### src/rtl/memory_responder.sv
// memory_responder: responder side of the CPU memory interface.
// Serves single-word read/write requests from block RAM or a small I/O page
// (switches, LEDs, hex display) and completes each one with a one-cycle ready.
//
// Handshake: request is sampled only in IDLE, and address/write_data/
// write_enable are captured in that same cycle. Every accepted request ends
// with exactly one ready pulse; read_data and fault are valid while ready=1.
// fault is 0 whenever ready is 0. read_data holds until the next completion.
module memory_responder #(
  parameter int          DATA_WIDTH        = 16,
  parameter int          RAM_ADDRESS_WIDTH = 10,
  parameter logic [15:0] IO_BASE           = 16'hFF00,
  parameter int          SWITCH_WIDTH      = 10
) (
  input  logic                         clock,
  input  logic                         reset,
  input  logic                         request,
  input  logic                         write_enable,
  input  logic [15:0]                  address,
  input  logic [DATA_WIDTH-1:0]        write_data,
  output logic                         ready,
  output logic [DATA_WIDTH-1:0]        read_data,
  output logic                         fault,
  output logic [RAM_ADDRESS_WIDTH-1:0] ram_address,
  output logic [DATA_WIDTH-1:0]        ram_write_data,
  output logic                         ram_write_enable,
  input  logic [DATA_WIDTH-1:0]        ram_read_data,
  input  logic [SWITCH_WIDTH-1:0]      switches,
  output logic [SWITCH_WIDTH-1:0]      leds,
  output logic [DATA_WIDTH-1:0]        display
);

  localparam logic [15:0] SWITCH_ADDRESS  = IO_BASE;
  localparam logic [15:0] LED_ADDRESS     = IO_BASE + 16'd1;
  localparam logic [15:0] DISPLAY_ADDRESS = IO_BASE + 16'd2;

  typedef enum logic [1:0] {
    IDLE    = 2'd0,
    ACCESS  = 2'd1,
    WAIT    = 2'd2,
    RESPOND = 2'd3
  } state_t;

  state_t state;
  state_t state_next;

  logic [15:0]             address_q;
  logic [DATA_WIDTH-1:0]   write_data_q;
  logic                    write_enable_q;
  logic                    fault_q;
  logic [DATA_WIDTH-1:0]   read_data_q;
  logic [SWITCH_WIDTH-1:0] leds_q;
  logic [DATA_WIDTH-1:0]   display_q;
  logic [SWITCH_WIDTH-1:0] switch_meta;
  logic [SWITCH_WIDTH-1:0] switch_sync;

  logic is_ram;
  logic is_switch;
  logic is_led;
  logic is_display;
  logic is_unmapped;

  // RAM is selected only when every address bit above the RAM index is zero,
  // so high addresses never alias onto RAM words.
  assign is_ram      = ((address_q >> RAM_ADDRESS_WIDTH) == 16'd0);
  assign is_switch   = (address_q == SWITCH_ADDRESS);
  assign is_led      = (address_q == LED_ADDRESS);
  assign is_display  = (address_q == DISPLAY_ADDRESS);
  assign is_unmapped = !(is_ram || is_switch || is_led || is_display);

  // RAM port is driven from the latched request in every state; the write
  // strobe is gated by reset so a reset during ACCESS cancels the store.
  assign ram_address      = address_q[RAM_ADDRESS_WIDTH-1:0];
  assign ram_write_data   = write_data_q;
  assign ram_write_enable = reset && (state == ACCESS) && write_enable_q && is_ram;

  assign read_data = read_data_q;
  assign leds      = leds_q;
  assign display   = display_q;

  // State register.
  always_ff @(posedge clock) begin
    if (!reset) state <= IDLE;
    else        state <= state_next;
  end

  // Next-state and handshake outputs; RAM reads take the extra WAIT cycle.
  always_comb begin
    state_next = state;
    ready      = 1'b0;
    fault      = 1'b0;
    case (state)
      IDLE:    if (request) state_next = ACCESS;
      ACCESS:  state_next = (is_ram && !write_enable_q) ? WAIT : RESPOND;
      WAIT:    state_next = RESPOND;
      RESPOND: begin
        ready      = 1'b1;
        fault      = fault_q;
        state_next = IDLE;
      end
      default: state_next = IDLE;
    endcase
  end

  // Request capture, I/O register updates and read-data loading.
  always_ff @(posedge clock) begin
    if (!reset) begin
      address_q      <= '0;
      write_data_q   <= '0;
      write_enable_q <= 1'b0;
      fault_q        <= 1'b0;
      read_data_q    <= '0;
      leds_q         <= '0;
      display_q      <= '0;
    end else begin
      case (state)
        IDLE: begin
          if (request) begin
            address_q      <= address;
            write_data_q   <= write_data;
            write_enable_q <= write_enable;
          end
        end
        ACCESS: begin
          fault_q <= is_unmapped;
          if (is_unmapped) begin
            read_data_q <= '0;
          end else if (write_enable_q) begin
            // Writes to the switch word are dropped without a fault.
            if (is_led)     leds_q    <= write_data_q[SWITCH_WIDTH-1:0];
            if (is_display) display_q <= write_data_q;
          end else if (is_switch) begin
            read_data_q <= {{(DATA_WIDTH-SWITCH_WIDTH){1'b0}}, switch_sync};
          end else if (is_led) begin
            read_data_q <= {{(DATA_WIDTH-SWITCH_WIDTH){1'b0}}, leds_q};
          end else if (is_display) begin
            read_data_q <= display_q;
          end
        end
        WAIT:    read_data_q <= ram_read_data;
        default: ;
      endcase
    end
  end

  // Two-flop synchronizer for the asynchronous board switches.
  always_ff @(posedge clock) begin
    if (!reset) begin
      switch_meta <= '0;
      switch_sync <= '0;
    end else begin
      switch_meta <= switches;
      switch_sync <= switch_meta;
    end
  end

endmodule

### config.mk
export PLATFORM = sky130hd
export DESIGN_NAME = memory_responder
export DESIGN_NICKNAME = d
export VERILOG_FILES = /design/src/rtl/memory_responder.sv
export SDC_FILE = /design/constraint.sdc
export NUM_CORES = 1
export LEC_CHECK = 0
export CAP_MARGIN = 25
export CORE_UTILIZATION = 42
export CTS_BUF_LIST = sky130_fd_sc_hd__clkbuf_8 sky130_fd_sc_hd__clkbuf_16
export DETAILED_ROUTE_END_ITERATION = 8
export PLACE_DENSITY = 0.77
export SYNTH_ARGS = -nofsm -noshare
export SYNTH_HDL_FRONTEND = slang
export SYNTH_SLANG_ARGS = --single-unit
### constraint.sdc
create_clock -name clock -period 2.3 [get_ports clock]
set_input_delay 0.46 -clock clock [delete_from_list [all_inputs] [get_ports clock]]
set_output_delay 0.46 -clock clock [all_outputs]
set_load 0.03 [all_outputs]
==> results of run 1 <==
-- worst max-delay path, stage by stage (launching register included) --
cell	delay, ps
dfxtp_1	320
or4_4	540
or4_4	490
nor4b_4	220
buf_4	180
clkbuf_16	150
mux2i_1	180
nor2b_1	70
-- registers in the layout, summed over array words and instances (netlist names) --
register / flops
read_data: 16
ram_write_data: 16
leds: 10
address_q: 16
fault_q: 1
switch_sync: 10
display: 16
write_enable_q: 1
state: 2
switch_meta: 10
-- logic make-up (layout without fill, tap and decap cells) --
kind of cell / Yosys count / in the layout / share of synthesized area, %
buffers and inverters: 47 / 172 / 5.614
multiplexers: 32 / 32 / 8.331
AO/OA/AOI/OAI: 89 / 89 / 14.52
adder cells (fa/ha/maj): 5 / 5 / 1.509
flip-flops: 98 / 98 / 47.33
AND/OR/NAND/NOR: 187 / 187 / 22.70
-- power by group --
group	total, µW	switching (µW)	internal [µW]
clock	1050	639	414
sequential	2180	193	1990
combinational	2200	1270	927
total	5430	2100	3330
-- cells in the mapped netlist (2+ instances only) --
| cell type | count | area share (%) |
|---|---|---|
| nand4b_1 | 7 | 1.5 |
| nand3b_1 | 10 | 1.8 |
| a31oi_1 | 16 | 2.4 |
| nand2b_1 | 2 | 0.30 |
| nand2_1 | 116 | 11 |
| dfxtp_1 | 98 | 47 |
| nand3_1 | 3 | 0.36 |
| or4_4 | 2 | 0.54 |
| ha_1 | 5 | 1.5 |
| buf_2 | 6 | 0.72 |
| o21ai_0 | 2 | 0.24 |
| o21ai_1 | 18 | 2.2 |
| mux2_2 | 15 | 4.1 |
| inv_1 | 4 | 0.36 |
| and2_1 | 24 | 3.6 |
| a41oi_1 | 2 | 0.42 |
| buf_4 | 11 | 2.0 |
| nor2b_1 | 11 | 1.7 |
| nor2_1 | 5 | 0.45 |
| mux2_1 | 5 | 1.4 |
| mux2i_1 | 12 | 2.9 |
| buf_1 | 2 | 0.18 |
| a21boi_1 | 16 | 2.9 |
| clkbuf_1 | 23 | 2.1 |
| a21boi_0 | 34 | 6.2 |
-- repair_timing --
action	4_1_cts	5_1_grt
pin swaps	1	0
setup buffers	0	2
hold buffers	0	0
endpoints found under the setup margin	3	3
cloned	0	1
-- worst paths after layout --
check,slack [ps],to,cells past startpoint,from
max,70,leds[1]$_SDFFE_PN0P_,7,address_q[2]$_SDFFE_PN0P_
min reg2reg,440,switch_sync[2]$_SDFF_PN0_,1,switch_meta[2]$_SDFF_PN0_
max reg2reg,70,leds[1]$_SDFFE_PN0P_,7,address_q[2]$_SDFFE_PN0P_
min,440,switch_sync[2]$_SDFF_PN0_,1,switch_meta[2]$_SDFF_PN0_
-- per-layer routing --
| metal | vias to the layer above | routed length [µm] |
|---|---|---|
| li1 | 1769 | - |
| met1 | 1683 | 5017 |
| met2 | 83 | 5303 |
| met3 | 12 | 471 |
| met4 | 0 | 167 |
| met5 | - | 0 |
-- through the flow --
step	instances	hold WS (ps)	power (µW)	cell area (µm²)
after detailed placement	693	421.1	4421	5589
after global routing	712	457.5	5746	5813
final	712	441.6	5430	5813
after floorplan	458	411.9	3581	4145
after CTS	709	444.0	5464	5773
after global placement	693	415.9	4346	5589
-- layout make-up --
class	count	area (µm²)	area share [%]
Multi-Input combinational cell	313	1959	33.71
Timing Repair Buffer	152	1531	26.35
Clock buffer	9	123.9	2.131
Tap cell	129	161.4	2.777
Sequential cell	98	1962	33.75
Inverter	4	15.01	0.2583
Clock inverter	7	60.06	1.033
==> out/metrics.cfg, run 1 <==
[status]
status = complete, no violations

[worst_setup_path]
arrival_ps = 2490
endpoint_kind = flip-flop
cp_max_fo = 6
startpoint_type = flip-flop
critPathRequiredTime_ps = 2560
critPathKind = flip-flop to flip-flop

[route]
first_iter_violations = 95
drt_wl_total_um = 10960
vias = 3547
drc_errors = 0
wire_per_inst_um = 15.39
ant_nets = 0
firstDrtPassIters = 4
avgViaCountPerCell = 4.982

[clock_tree]
cts_buffer_depth = 2
clk_latency_ps = 360
cts.sinks = 98
cts_tree = built
cts.clk_slew.worst_paths_ps = 100
htree_levels = 3
clockRootBuffer = clkbuf_8
post_cts_resize_count = 0
cts_inserted_buffers = 9

[timing]
fin_skew_ps = 11.00
setup_tns_ps = 0
rsz0062_at_grt = true
maxSlewViolCount = 0
setup_slack_ps = 69.98
period_needed_ps = 2230
setup_viol = 0
worst_pin_slew_ps = 779.3
period_share_pct = 96.96
hold_viol_final = 0
timing.fmax_mhz = 448.4
relSlewSlack_pct = 48.04

[global_routing]
track_usage_pct = 21.67
top_usage_layer = met2
grt_max_degree = 99
use_met2_pct = 36.63
grt_antenna_before_repair = 0
use_met1_pct = 27.83
grt_pass1_wl_um = 17260
grt_pass1_vias = 3486
grt_util_met3_pct = 4.693
grt_overflow_total = 0

[die]
dieArea_mm2 = 0.01027
dieHeight_um = 101.3
ios = 133
rows = 35
initial_core_util_pct = 44.03
coreArea_mm2 = 0.009415
die_x_um = 101.3

[placement]
dp_hpwl_um = 7751
gp_routability_congestion = 0.7763
place_worst_setup_slack_ps = 12.17
place.port_buffers = 132

[flow_run]
max-cap-violations = 0

[final_layout]
most-common-layout-cells = 130 x clkdlybuf4s50_1, 116 x nand2_1, 98 x dfxtp_1
drive_gt1_share_pct = 10.12
area_growth_syn_to_layout_pct = 40.24
num_antenna_cells = 0
final_common_cell = clkdlybuf4s50_1
nNetsFinal = 645
fill_cells = 804
utilization_pct = 61.74

[power]
p_leak_uw = 0.002064
ir_drop_uv = 440.9
p_per_area_mw_per_mm2 = 934.2

[logic_synthesis]
synth_seq_cells = 98
async_flop_share_pct = 0
synth_edf_count = 0
synthesis.nets = 525
yosysSeqAreaShare_pct = 47.33
syn_area_mm2 = 0.004145
ys_dominant_reg_cell = dfxtp_1
ys_warn_count = 0
yosys.cell_types.count = 34
synth_cells = 458
syn_avg_cell_area_um2 = 9.051

[hold_path]
min_path_type = flip-flop to flip-flop

Power figures use the tool's default switching activity.
==> inputs of run 2 (changes only) <==
--- a/constraint.sdc
+++ b/constraint.sdc
@@ -3,2 +3,2 @@
 set_output_delay 0.46 -clock clock [all_outputs]
-set_load 0.03 [all_outputs]
+set_load 0.02 [all_outputs]
==> run 2 against run 1 <==
Global-route usage shrank 0.24 points. Critical endpoint is now leds[0]$_SDFFE_PN0P_. Maximum frequency fell by 2.6%. Count of clock-buffer cells in the layout stayed put.
==> out/metrics.cfg, run 2 (synthesis results as in run 1) <==
[status]
status = complete, no violations  ; unchanged

[power]
seqPwrFrac_pct = 41.5  ; was 40.2%
p_comb_share_pct = 39.0  ; was 40.5%
p_switching_uw = 1929  ; was 2102 µW
switching_share_pct = 36.62  ; was 38.70%
pwr-share-clk_pct = 19.4  ; about the same
p_int_uw = 3339  ; was 3329 µW
p_leak_uw = 0.002090  ; was 0.002064 µW
p_per_area_mw_per_mm2 = 902.7  ; was 934.2 mW/mm²
ir_drop_uv = 504.2  ; was 440.9 µV

[timing]
setup_viol = 0  ; unchanged
rsz0062_at_grt = true  ; unchanged
period_share_pct = 99.52  ; was 96.96%
timing.fmax_mhz = 436.9  ; was 448.4 MHz
hold_viol_final = 0  ; unchanged
period_needed_ps = 2289  ; was 2230 ps
maxSlewViolCount = 0  ; unchanged
relSlewSlack_pct = 48.31  ; was 48.04%
worst_pin_slew_ps = 775.4  ; was 779.3 ps
fin_skew_ps = 12.66  ; was 11.00 ps

[clock_tree]
cts.clk_slew.worst_paths_ps = 100  ; about the same
cts_inserted_buffers = 9  ; unchanged
cts_tree = built  ; unchanged
cts_hold_buffers = 0  ; unchanged
clockRootBuffer = clkbuf_8  ; unchanged
htree_levels = 3  ; unchanged
cts.sinks = 98  ; unchanged
cts_buffer_depth = 2  ; unchanged
clk_latency_ps = 360  ; about the same

[global_routing]
grt_max_degree = 99  ; unchanged
track_usage_pct = 21.43  ; was 21.67%
grt_antenna_before_repair = 0  ; unchanged
grt_pass1_vias = 3418  ; was 3,486
grt_overflow_total = 0  ; unchanged
grt_pass1_wl_um = 16930  ; was 17,260 µm

[worst_setup_path]
slowest_delay_ps = 530  ; was 540 ps
critPathRequiredTime_ps = 2550  ; was 2560 ps
cpMostUsedCell = or4_4  ; unchanged
path_cells = or4_4, or4_4, nor4b_4, buf_4, clkbuf_16, mux2i_1, nor2b_1  ; unchanged
critPathKind = flip-flop to flip-flop  ; unchanged
worstSetupStartpoint = address_q[3]$_SDFFE_PN0P_  ; was address_q[2]$_SDFFE_PN0P_
r2r_slack_ps = 10  ; was 70 ps
slowest_stage = or4_4  ; unchanged
crit_cells = 7  ; unchanged
r2r_end = leds[0]$_SDFFE_PN0P_  ; was leds[1]$_SDFFE_PN0P_
crit_buf_inv = 2  ; unchanged
endpoint_kind = flip-flop  ; unchanged
path_delay_family = simple AND/OR/NAND/NOR gates  ; unchanged
reg2regPathDepth = 7  ; unchanged
r2r_start = address_q[3]$_SDFFE_PN0P_  ; was address_q[2]$_SDFFE_PN0P_
cp_max_fo = 5  ; was 6
startpoint_type = flip-flop  ; unchanged
arrival_ps = 2540  ; was 2490 ps

[placement]
dp_hpwl_um = 7754  ; was 7751 µm
place.port_buffers = 132  ; unchanged
placed_cells = 694  ; was 693
gp_routability_congestion = 0.7713  ; was 0.7763

[die]
dieArea_mm2 = 0.01027  ; unchanged
rows = 35  ; unchanged
dieHeight_um = 101.3  ; unchanged
coreArea_mm2 = 0.009415  ; unchanged
initial_core_util_pct = 44.03  ; unchanged
die_x_um = 101.3  ; unchanged
ios = 133  ; unchanged

[hold_path]
min_path_type = flip-flop to flip-flop  ; unchanged
hold_depth = 1  ; unchanged
hp-start = switch_meta[7]$_SDFF_PN0_  ; was switch_meta[2]$_SDFF_PN0_
min_to = switch_sync[7]$_SDFF_PN0_  ; was switch_sync[2]$_SDFF_PN0_

[route]
first_iter_violations = 143  ; was 95
wire_per_inst_um = 15.48  ; was 15.39 µm
ant_nets = 0  ; unchanged
vias = 3566  ; was 3,547
firstDrtPassIters = 4  ; unchanged
drt_wl_total_um = 11060  ; was 10,960 µm
avgViaCountPerCell = 4.994  ; was 4.982
drc_errors = 0  ; unchanged

[final_layout]
utilization_pct = 61.98  ; was 61.74%
final_common_cell = clkdlybuf4s50_1  ; unchanged
area_growth_syn_to_layout_pct = 40.78  ; was 40.24%
most-common-layout-cells = 130 x clkdlybuf4s50_1, 116 x nand2_1, 96 x dfxtp_1  ; was 130 x clkdlybuf4s50_1, 116 x nand2_1, 98 x dfxtp_1
multi_input_area_mm2 = 0.001978  ; was 0.001959 mm²
drive_gt1_share_pct = 11.11  ; was 10.12%
num_antenna_cells = 0  ; unchanged
nNetsFinal = 647  ; was 645
fill_cells = 805  ; was 804
seq_area_mm2 = 0.001964  ; was 0.001962 mm²
stdcell_count = 714  ; was 712

[flow_run]
max-cap-violations = 0  ; unchanged

==> run 2: changes by cell type in the layout (fill, tap and decap cells not counted), sizes merged <==
cell and change:
dlymetal6s2s +1, inv -2, clkinv +2, buf +1
==> run 2: timing repair <==
item	CTS	global route
setup buffers	0	3
gates resized for setup	0	7
endpoints found under the setup margin	0	43
endpoints found under the hold margin	0	0
==> run 2: per-layer routing <==
layer	wire (µm)	part of all wire [%]	track usage (%)
met5	0	0	0
met4	245	2.2	7.692
met3	527	4.8	4.003
met2	5361	48	37.41
met1	4922	45	26.34
==> run 2: final cells by class <==
cell class	count	area share, %
Clock buffer	9	2.123
Clock inverter	7	0.9220
Inverter	4	0.2573
Multi-Input combinational cell	313	33.90
Sequential cell	98	33.66
Tap cell	129	2.766
Timing Repair Buffer	154	26.37
==> run 2: per-stage QoR <==
stage               hold slack [ps]  setup WS [ps]  total power (µW)  instance area, µm²  TNS, ps
floorplan                     411.9          23.11              3408                4145        0
global placement              415.7          57.11              4187                5587        0
detailed placement            418.9          37.48              4260                5587        0
CTS                           442.6          7.072              5274                5764        0
global route                  454.6         -82.43              5570                5836   -642.2
finish                        442.3          11.13              5268                5836        0
==> run 2: power groups by stage <==
| stage | clock, µW | combinational, µW | sequential, µW |
|---|---|---|---|
| 2_1_floorplan | 0 | 985 | 2420 |
| 3_3_place_gp | 0 | 1980 | 2210 |
| 3_5_place_dp | 0 | 2040 | 2220 |
| 4_1_cts | 1040 | 2040 | 2190 |
| 5_1_grt | 1110 | 2240 | 2220 |
| 6_report | 1020 | 2060 | 2190 |
==> run 2: worst max-delay path by stage <==
stage                                    end
global route            leds[2]$_SDFFE_PN0P_
CTS                         ram_write_enable
detailed placement   display[5]$_SDFFE_PN0P_
finish                  leds[0]$_SDFFE_PN0P_
global placement        leds[5]$_SDFFE_PN0P_
floorplan           display[10]$_SDFFE_PN0P_
